$ cat src/rtl/rram_train_ctrl.sv
// Drive sequencer for the RRAM crossbar: row-by-row SET initialisation and
// forward/back training pulses per sample, with registered line enables.
module rram_train_ctrl #(
    parameter int N_ROWS    = 6,
    parameter int PULSE_CYC = 4,
    parameter int GAP_CYC   = 2,
    parameter int TRAIN_NUM = 5
) (
    input  logic              clk,
    input  logic              reset,
    input  logic              set,
    input  logic              learn,
    input  logic              sample_valid,
    input  logic [N_ROWS-1:0] sample_x,
    input  logic              sample_label,
    output logic              sample_ready,
    output logic [N_ROWS-1:0] Dwl,
    output logic [N_ROWS-1:0] Dsl,
    output logic [N_ROWS-1:0] Dbl,
    output logic              Dset,
    output logic              Dback,
    output logic              Dlabel,
    output logic              busy,
    output logic              done,
    output logic [7:0]        sample_cnt
);

    // state     | meaning
    // IDLE      | waiting for set/learn command
    // SET_PULSE | SET pulse on current row (word line + all bit lines)
    // SET_GAP   | all lines low between SET rows
    // WAIT_S    | sample_ready high, waiting for a sample transfer
    // FWD       | forward/read pulse of latched sample
    // BACK      | back/update pulse of latched sample
    // GAP       | all lines low after a pulse pair
    // FIN       | one-cycle done, back to IDLE

    localparam int RW = (N_ROWS > 1) ? $clog2(N_ROWS) : 1;
    localparam int TW = 16;
    localparam logic [TW-1:0]     P_LD     = TW'(PULSE_CYC - 1);
    localparam logic [TW-1:0]     G_LD     = TW'(GAP_CYC - 1);
    localparam logic [RW-1:0]     ROW_LAST = RW'(N_ROWS - 1);
    localparam logic [7:0]        CNT_END  = 8'(TRAIN_NUM);
    localparam logic [N_ROWS-1:0] ONES     = '1;
    localparam logic [N_ROWS-1:0] ONE      = N_ROWS'(1);

    typedef enum logic [2:0] {
        IDLE, SET_PULSE, SET_GAP, WAIT_S, FWD, BACK, GAP, FIN
    } state_t;

    state_t            state, state_nx;
    logic [TW-1:0]     timer, timer_nx;
    logic [RW-1:0]     row, row_nx;
    logic [N_ROWS-1:0] x_q, x_nx;
    logic              label_q, label_nx;
    logic [7:0]        cnt_nx;

    logic [N_ROWS-1:0] dwl_nx, dsl_nx, dbl_nx;
    logic              dset_nx, dback_nx, dlabel_nx, busy_nx, done_nx, ready_nx;

    always_comb begin
        state_nx = state;
        timer_nx = (timer != '0) ? timer - 1'b1 : '0;
        row_nx   = row;
        x_nx     = x_q;
        label_nx = label_q;
        cnt_nx   = sample_cnt;
        case (state)
            IDLE: begin
                if (set) begin
                    state_nx = SET_PULSE;
                    row_nx   = '0;
                    timer_nx = P_LD;
                end else if (learn) begin
                    state_nx = WAIT_S;
                    cnt_nx   = '0;
                end
            end
            SET_PULSE: begin
                if (timer == '0) begin
                    state_nx = SET_GAP;
                    timer_nx = G_LD;
                end
            end
            SET_GAP: begin
                if (timer == '0) begin
                    if (row == ROW_LAST) begin
                        state_nx = FIN;
                    end else begin
                        state_nx = SET_PULSE;
                        row_nx   = row + 1'b1;
                        timer_nx = P_LD;
                    end
                end
            end
            WAIT_S: begin
                if (sample_valid) begin
                    state_nx = FWD;
                    x_nx     = sample_x;
                    label_nx = sample_label;
                    timer_nx = P_LD;
                end
            end
            FWD: begin
                if (timer == '0) begin
                    state_nx = BACK;
                    timer_nx = P_LD;
                end
            end
            BACK: begin
                if (timer == '0) begin
                    state_nx = GAP;
                    timer_nx = G_LD;
                    cnt_nx   = sample_cnt + 8'd1;
                end
            end
            GAP: begin
                if (timer == '0) state_nx = (sample_cnt == CNT_END) ? FIN : WAIT_S;
            end
            FIN:     state_nx = IDLE;
            default: state_nx = IDLE;
        endcase
    end

    // Outputs decode the next state so the registered drives line up with the state.
    always_comb begin
        dwl_nx    = '0;
        dsl_nx    = '0;
        dbl_nx    = '0;
        dset_nx   = 1'b0;
        dback_nx  = 1'b0;
        dlabel_nx = 1'b0;
        ready_nx  = 1'b0;
        done_nx   = 1'b0;
        busy_nx   = (state_nx != IDLE) && (state_nx != FIN);
        case (state_nx)
            SET_PULSE: begin
                dwl_nx  = ONE << row_nx;
                dbl_nx  = ONES;
                dset_nx = 1'b1;
            end
            WAIT_S: ready_nx = 1'b1;
            FWD: begin
                dwl_nx    = x_nx;
                dsl_nx    = ONES;
                dlabel_nx = label_nx;
            end
            BACK: begin
                dwl_nx   = x_nx;
                dbl_nx   = label_nx ? x_nx : ~x_nx;
                dback_nx = 1'b1;
            end
            FIN:     done_nx = 1'b1;
            default: ;
        endcase
    end

    always_ff @(posedge clk or negedge reset) begin
        if (!reset) begin
            state        <= IDLE;
            timer        <= '0;
            row          <= '0;
            x_q          <= '0;
            label_q      <= 1'b0;
            sample_cnt   <= '0;
            Dwl          <= '0;
            Dsl          <= '0;
            Dbl          <= '0;
            Dset         <= 1'b0;
            Dback        <= 1'b0;
            Dlabel       <= 1'b0;
            busy         <= 1'b0;
            done         <= 1'b0;
            sample_ready <= 1'b0;
        end else begin
            state        <= state_nx;
            timer        <= timer_nx;
            row          <= row_nx;
            x_q          <= x_nx;
            label_q      <= label_nx;
            sample_cnt   <= cnt_nx;
            Dwl          <= dwl_nx;
            Dsl          <= dsl_nx;
            Dbl          <= dbl_nx;
            Dset         <= dset_nx;
            Dback        <= dback_nx;
            Dlabel       <= dlabel_nx;
            busy         <= busy_nx;
            done         <= done_nx;
            sample_ready <= ready_nx;
        end
    end

endmodule

$ cat config.mk
export PLATFORM = sky130hd
export DESIGN_NAME = rram_train_ctrl
export DESIGN_NICKNAME = d
export VERILOG_FILES = /design/src/rtl/rram_train_ctrl.sv
export SDC_FILE = /design/constraint.sdc
export NUM_CORES = 1
export LEC_CHECK = 0
export ABC_CLOCK_PERIOD_IN_PS = 3100
export CORE_AREA = 3 3 80 82
export CTS_CLUSTER_DIAMETER = 30
export DETAILED_ROUTE_END_ITERATION = 16
export DIE_AREA = 0 0 83 85
export PLACE_DENSITY = 0.73
export SYNTH_ARGS = -nofsm -noshare
export SYNTH_HDL_FRONTEND = slang
export SYNTH_SLANG_ARGS = --single-unit
$ cat constraint.sdc
create_clock -name clk -period 3.1 [get_ports clk]
set_clock_uncertainty 0.05 [all_clocks]
set_input_delay 0.62 -clock clk [delete_from_list [all_inputs] [get_ports clk]]
set_output_delay 0.62 -clock clk [all_outputs]
set_load 0.01 [all_outputs]
Yosys cells after proc, flatten, opt, wreduce, memory -nomap -nowiden

Cells that the tools add are included.

Logic and storage cells: 87
Output and inout bits: 32
Bits in registers: 61
Bits of input ports: 12

Reduce and logical (&&, ||, !) cells: 9
Bitwise logic cells: 1
Multiplexer cells: 40
Shifts and indexed selects: 1
Add/subtract/negate cells: 3
Eq/ne operators: 18

Operators by type and width:

| kind                    | number |
|---|---|
| $mux W16                | 7 |
| $pmux W16 S5            | 1 |
| $mux W3                 | 13 |
| $eq A3 B3 Y1 const B    | 8 |
| $mux W6                 | 4 |
| $mux W8                 | 3 |
| $pmux W3 S8             | 1 |
| $pmux W6 S2             | 2 |
| $logic_not A16 Y1       | 1 |
| $pmux W8 S2             | 1 |
| $reduce_bool A16 Y1     | 1 |
| $sub A16 B1 Y16 const B | 1 |
| $eq A3 B2 Y1 const B    | 3 |
| $add A8 B1 Y8 const B   | 1 |
| $eq A8 B3 Y1 const B    | 1 |
| $mux W1                 | 7 |
| $eq A3 B1 Y1 const B    | 2 |
| $ne A2 B2 Y1 const B    | 3 |
| $not A6 Y6              | 1 |
| $pmux W3 S2             | 1 |
| $shl A1 B3 Y6 const A   | 1 |
| $reduce_and A4 Y1       | 1 |
| $reduce_or A2 Y1        | 2 |
| $add A3 B1 Y3 const B   | 1 |
| other kinds (5)         | 5 |

Logic depth before layout (Yosys ltp)

Depth in word-level cells: 7
Depth in mapped cells: 10
Gate-level depth less buffers: 9

Least setup slack after synthesis

OpenSTA, ideal clock, no wires.

Path type: reg-to-reg
Start point: register timer[0]
End point: register Dwl[2]
Cell stages (with the launch flop): 10
Path slack: 923 ps
Buffers on the path: 1
Clock period less this slack: 2177 ps
Library setup time: 79 ps
Data required time: 2971 ps
Data arrival time: 2048 ps
Path through: dfrtp_1 inv_1 ha_1 nor3b_1 and4_1 buf_6 a211oi_2 o211ai_1 nor3_1 o2bb2ai_1

Word-level cells in the longest chain between the ends: 6

RTL lines:

| what                              | RTL line | source |
|---|---|---|
| start, declared                   | 52       | `logic [TW-1:0] timer, timer_nx;` |
| start signal, assigned            | 177      | `timer <= timer_nx;` |
| $logic_not A16 Y1 *               | -        |  |
| $mux W3, on equally long branches | -        |  |
| $pmux W3 S8                       | 68       | `case (state)` |
| $eq A3 B3 Y1                      | 136      | `case (state_nx)` |
| $reduce_or A2 Y1 (no line)        | -        |  |
| $pmux W6 S2 *                     | 136      |  |
| via dwl_nx[2]                     | 58       | `logic [N_ROWS-1:0] dwl_nx, dsl_nx, dbl_nx;` |
| end signal, assigned              | 182      | `Dwl <= dwl_nx;` |
| end, declared                     | 17       | `output logic [N_ROWS-1:0] Dwl,` |

Mark *: on every way through the listed nets, which the timed path passes. The rest lies on a longest branch.
A chain may end at the register's enable or synchronous reset.

Worst setup path in the final report

Start point: register timer[0]
End point: register Dwl[3]

Word-level cells in the longest chain between the ends: 6

RTL lines:

| what                              | RTL line | source |
|---|---|---|
| $logic_not A16 Y1 *               | -        |  |
| $mux W3, on equally long branches | -        |  |
| $pmux W3 S8 *                     | 68       |  |
| via state_nx[2]                   | 51       | `state_t state, state_nx;` |
| $eq A3 B3 Y1                      | 136      |  |
| $reduce_or A2 Y1 (no line)        | -        |  |
| $pmux W6 S2 *                     | 136      |  |
| via dwl_nx[3]                     | 58       |  |

Marks and branches as above.

==> run summary <==
status = completed
Cell Pwr Density = 810 nW/um^2
dpl ws = 465 ps
total CTS buffers = 5
maximum buffer depth of the clock tree = 2
fin cells = 396
Static Leak = 1.48 nW
CP Max Fanout = 10
Setup CP Type = flop to flop
warnings from Yosys = 0
wire per inst = 14.8 um
PortBufs = 43
Post-synth top flop = dfrtp_1
worst path bufs/invs = 2
post-synthesis cell type count = 55
Antenna diodes = 0
die area = 7060 sq um
GPL Wtd Cong = 0.809
vias per std cell = 5.45
Rows = 28
area of placed instances = 3310 sq um
routed via count = 2,158
min cycle time layout = 2650 ps
Residual DRC = 0
post-DP HPWL = 4350 um
area leader, netlist = dfrtp_1
Slew HR = 59.1%
Post-CTS Setup Bufs = 0
core area = 5820 sq um
R2R depth = 9
Required @ worst endpoint = 3280 ps
Routed WL = 5840 um
Initial Util = 48.9%
layout net count = 338
H-Tree Depth = 2
Hold Vio Cnt, Final = 0
Final ANT Viol Nets = 0
Mapped Nets = 296
clock slew at reported path FFs = 100 ps
number of global-route vias before repair = 2,121
first-pass GRT wire length = 10,200 um
worst r2r src = timer[0]
clk sink count = 56
max incr delay on CP = 510 ps
mapped cell area = 2840 sq um
Slowest cell on crit path = and4_1
initial antenna violation count = 0
cts hold-fix bufs = 0
delay-heaviest family, CP = simple AND/OR/NAND/NOR gates
Syn Inst Count = 278
Fmax achieved = 377 MHz
cell total after placement = 388
GR Util All Layers = 17.6%
Setup violations, final = 0
Worst R2R Setup Slack = 450 ps
Area Growth Syn to Fin = 19.8%
Yosys reg bits = 56
DR iter-0 viols = 169
total power = 2.76 mW
Synth top area share = 49.3%
critical path endpoint category = flop
CTS tree = built
fraction of registers with async set/reset = 100%
Die Y = 85 um
share of layout cells above drive strength 1 = 9.66%
CTS root buf = clkbuf_8
max-slew violations = 0
Critical R2R Capture = Dwl[3]
unrepaired setup endpoints after global routing = no
critical path, cell by cell = inv_1, ha_1, nor3b_1, and4_1, a211oi_1, nor2_2, clkinv_4, nor3_1, o2bb2ai_1
worst setup margin = 451 ps
post-CTS resize count = 0
mean area per synthesized cell = 10.2 sq um
EDFF count, synth = 0
Seq/Total Area, Yosys = 49.3%
drt first pass iters = 4
largest cells by area after synthesis = dfrtp_1, nor2_1, xor2_1
crit path DAT = 2830 ps
Die W = 83 um
Slew @ Worst Pin = 601 ps
Boundary Pins = 44
Worst setup SP type = flop
final instance area = 3400 sq um
largest net degree at the start of global routing = 41
crit share post-route = 85.5%
later-pin clock latency in the skew report = 310 ps
Maximum Capacitance Violations = 0
Max VDD drop = 0.460 mV
Hold Path Class = input pin to async pin
fillcell total = 518
grt total ovfl = 0
Setup TNS Final = 0 ps
## cell usage in the layout, fill, tap and decap left out, types with 6 or more instances in the layout
cell	netlist	final
dfrtp_1	56	56
clkdlybuf4s50_1	0	42
nor2_1	34	34
nand2_1	22	22
inv_1	17	17
a21oi_1	16	16
xor2_1	14	14
xnor2_1	10	10
o21ai_0	7	7
nor3_1	7	7
mux2i_1	6	6
ha_1	6	6
clkbuf_8	0	6
## registers in the layout, summed over array words and instances (netlist names)
signal        flops
timer            16
sample_cnt        8
Dbl               6
Dwl               6
x_q               6
row               3
state             3
Dback             1
Dlabel            1
Dset              1
Dsl               1
busy              1
done              1
label_q           1
sample_ready      1
## where the power goes
part	switching (mW)	internal, mW
clock	0.237	0.183
combinational	0.589	0.531
sequential	0.240	0.977
## per-layer routing
layer	track usage [%]	share of wire, %
met1	24.6	45
met2	29.0	50
met3	3.30	3.7
met4	3.57	0.91
met5	0	0
## metrics by stage
stage | hold WS (ps) | util [%]
2_1_floorplan | 274 | -
3_3_place_gp | 471 | 56.9
3_5_place_dp | 474 | 56.9
4_1_cts | 183 | 58.5
5_1_grt | 187 | 58.5
6_report | 183 | 58.5
## how the worst max path moves through the flow
stage	from	endpoint	slack, ps	cells past startpoint
2_1_floorplan	timer[0]	Dwl[2]	920	9
3_3_place_gp	sample_valid	Dwl[2]	490	7
3_5_place_dp	sample_valid	Dwl[2]	460	7
4_1_cts	timer[0]	Dwl[3]	450	9
5_1_grt	timer[0]	Dwl[3]	200	9
6_report	timer[0]	Dwl[3]	450	9
## cells by family after synthesis
family                     share of synthesized area [%]
and+or+nand+nor                                     21.0
DFF                                                 49.3
AOI/OAI and AO/OA                                   11.1
buffers and inverters                               5.90
xor gates and xnor gates                            7.40
muxes                                               2.60
adders and majority gates                           2.64
## cell usage after synthesis, drive strengths merged, types with 6 or more instances
library cell and n:
dfrtp 56, inv 17, buf 10, xor2 14, xnor2 10, o21ai 8, a211oi 6, nor3 9
nor2 35, nor4 7, nand2 22, mux2i 7, ha 6, a21oi 16
## layout make-up
cell class                 count  area (sq um)  share of cell area [%]
tap                           75          93.8                    2.76
multi-input combinational    190          1270                    37.4
sequential                    56          1400                    41.2
clock inverter                 2          13.8                   0.404
inverter                      19          76.3                    2.24
timing repair buffer          48           463                    13.6
clock buffer                   6          82.6                    2.43
Power figures use the tool's default switching activity.
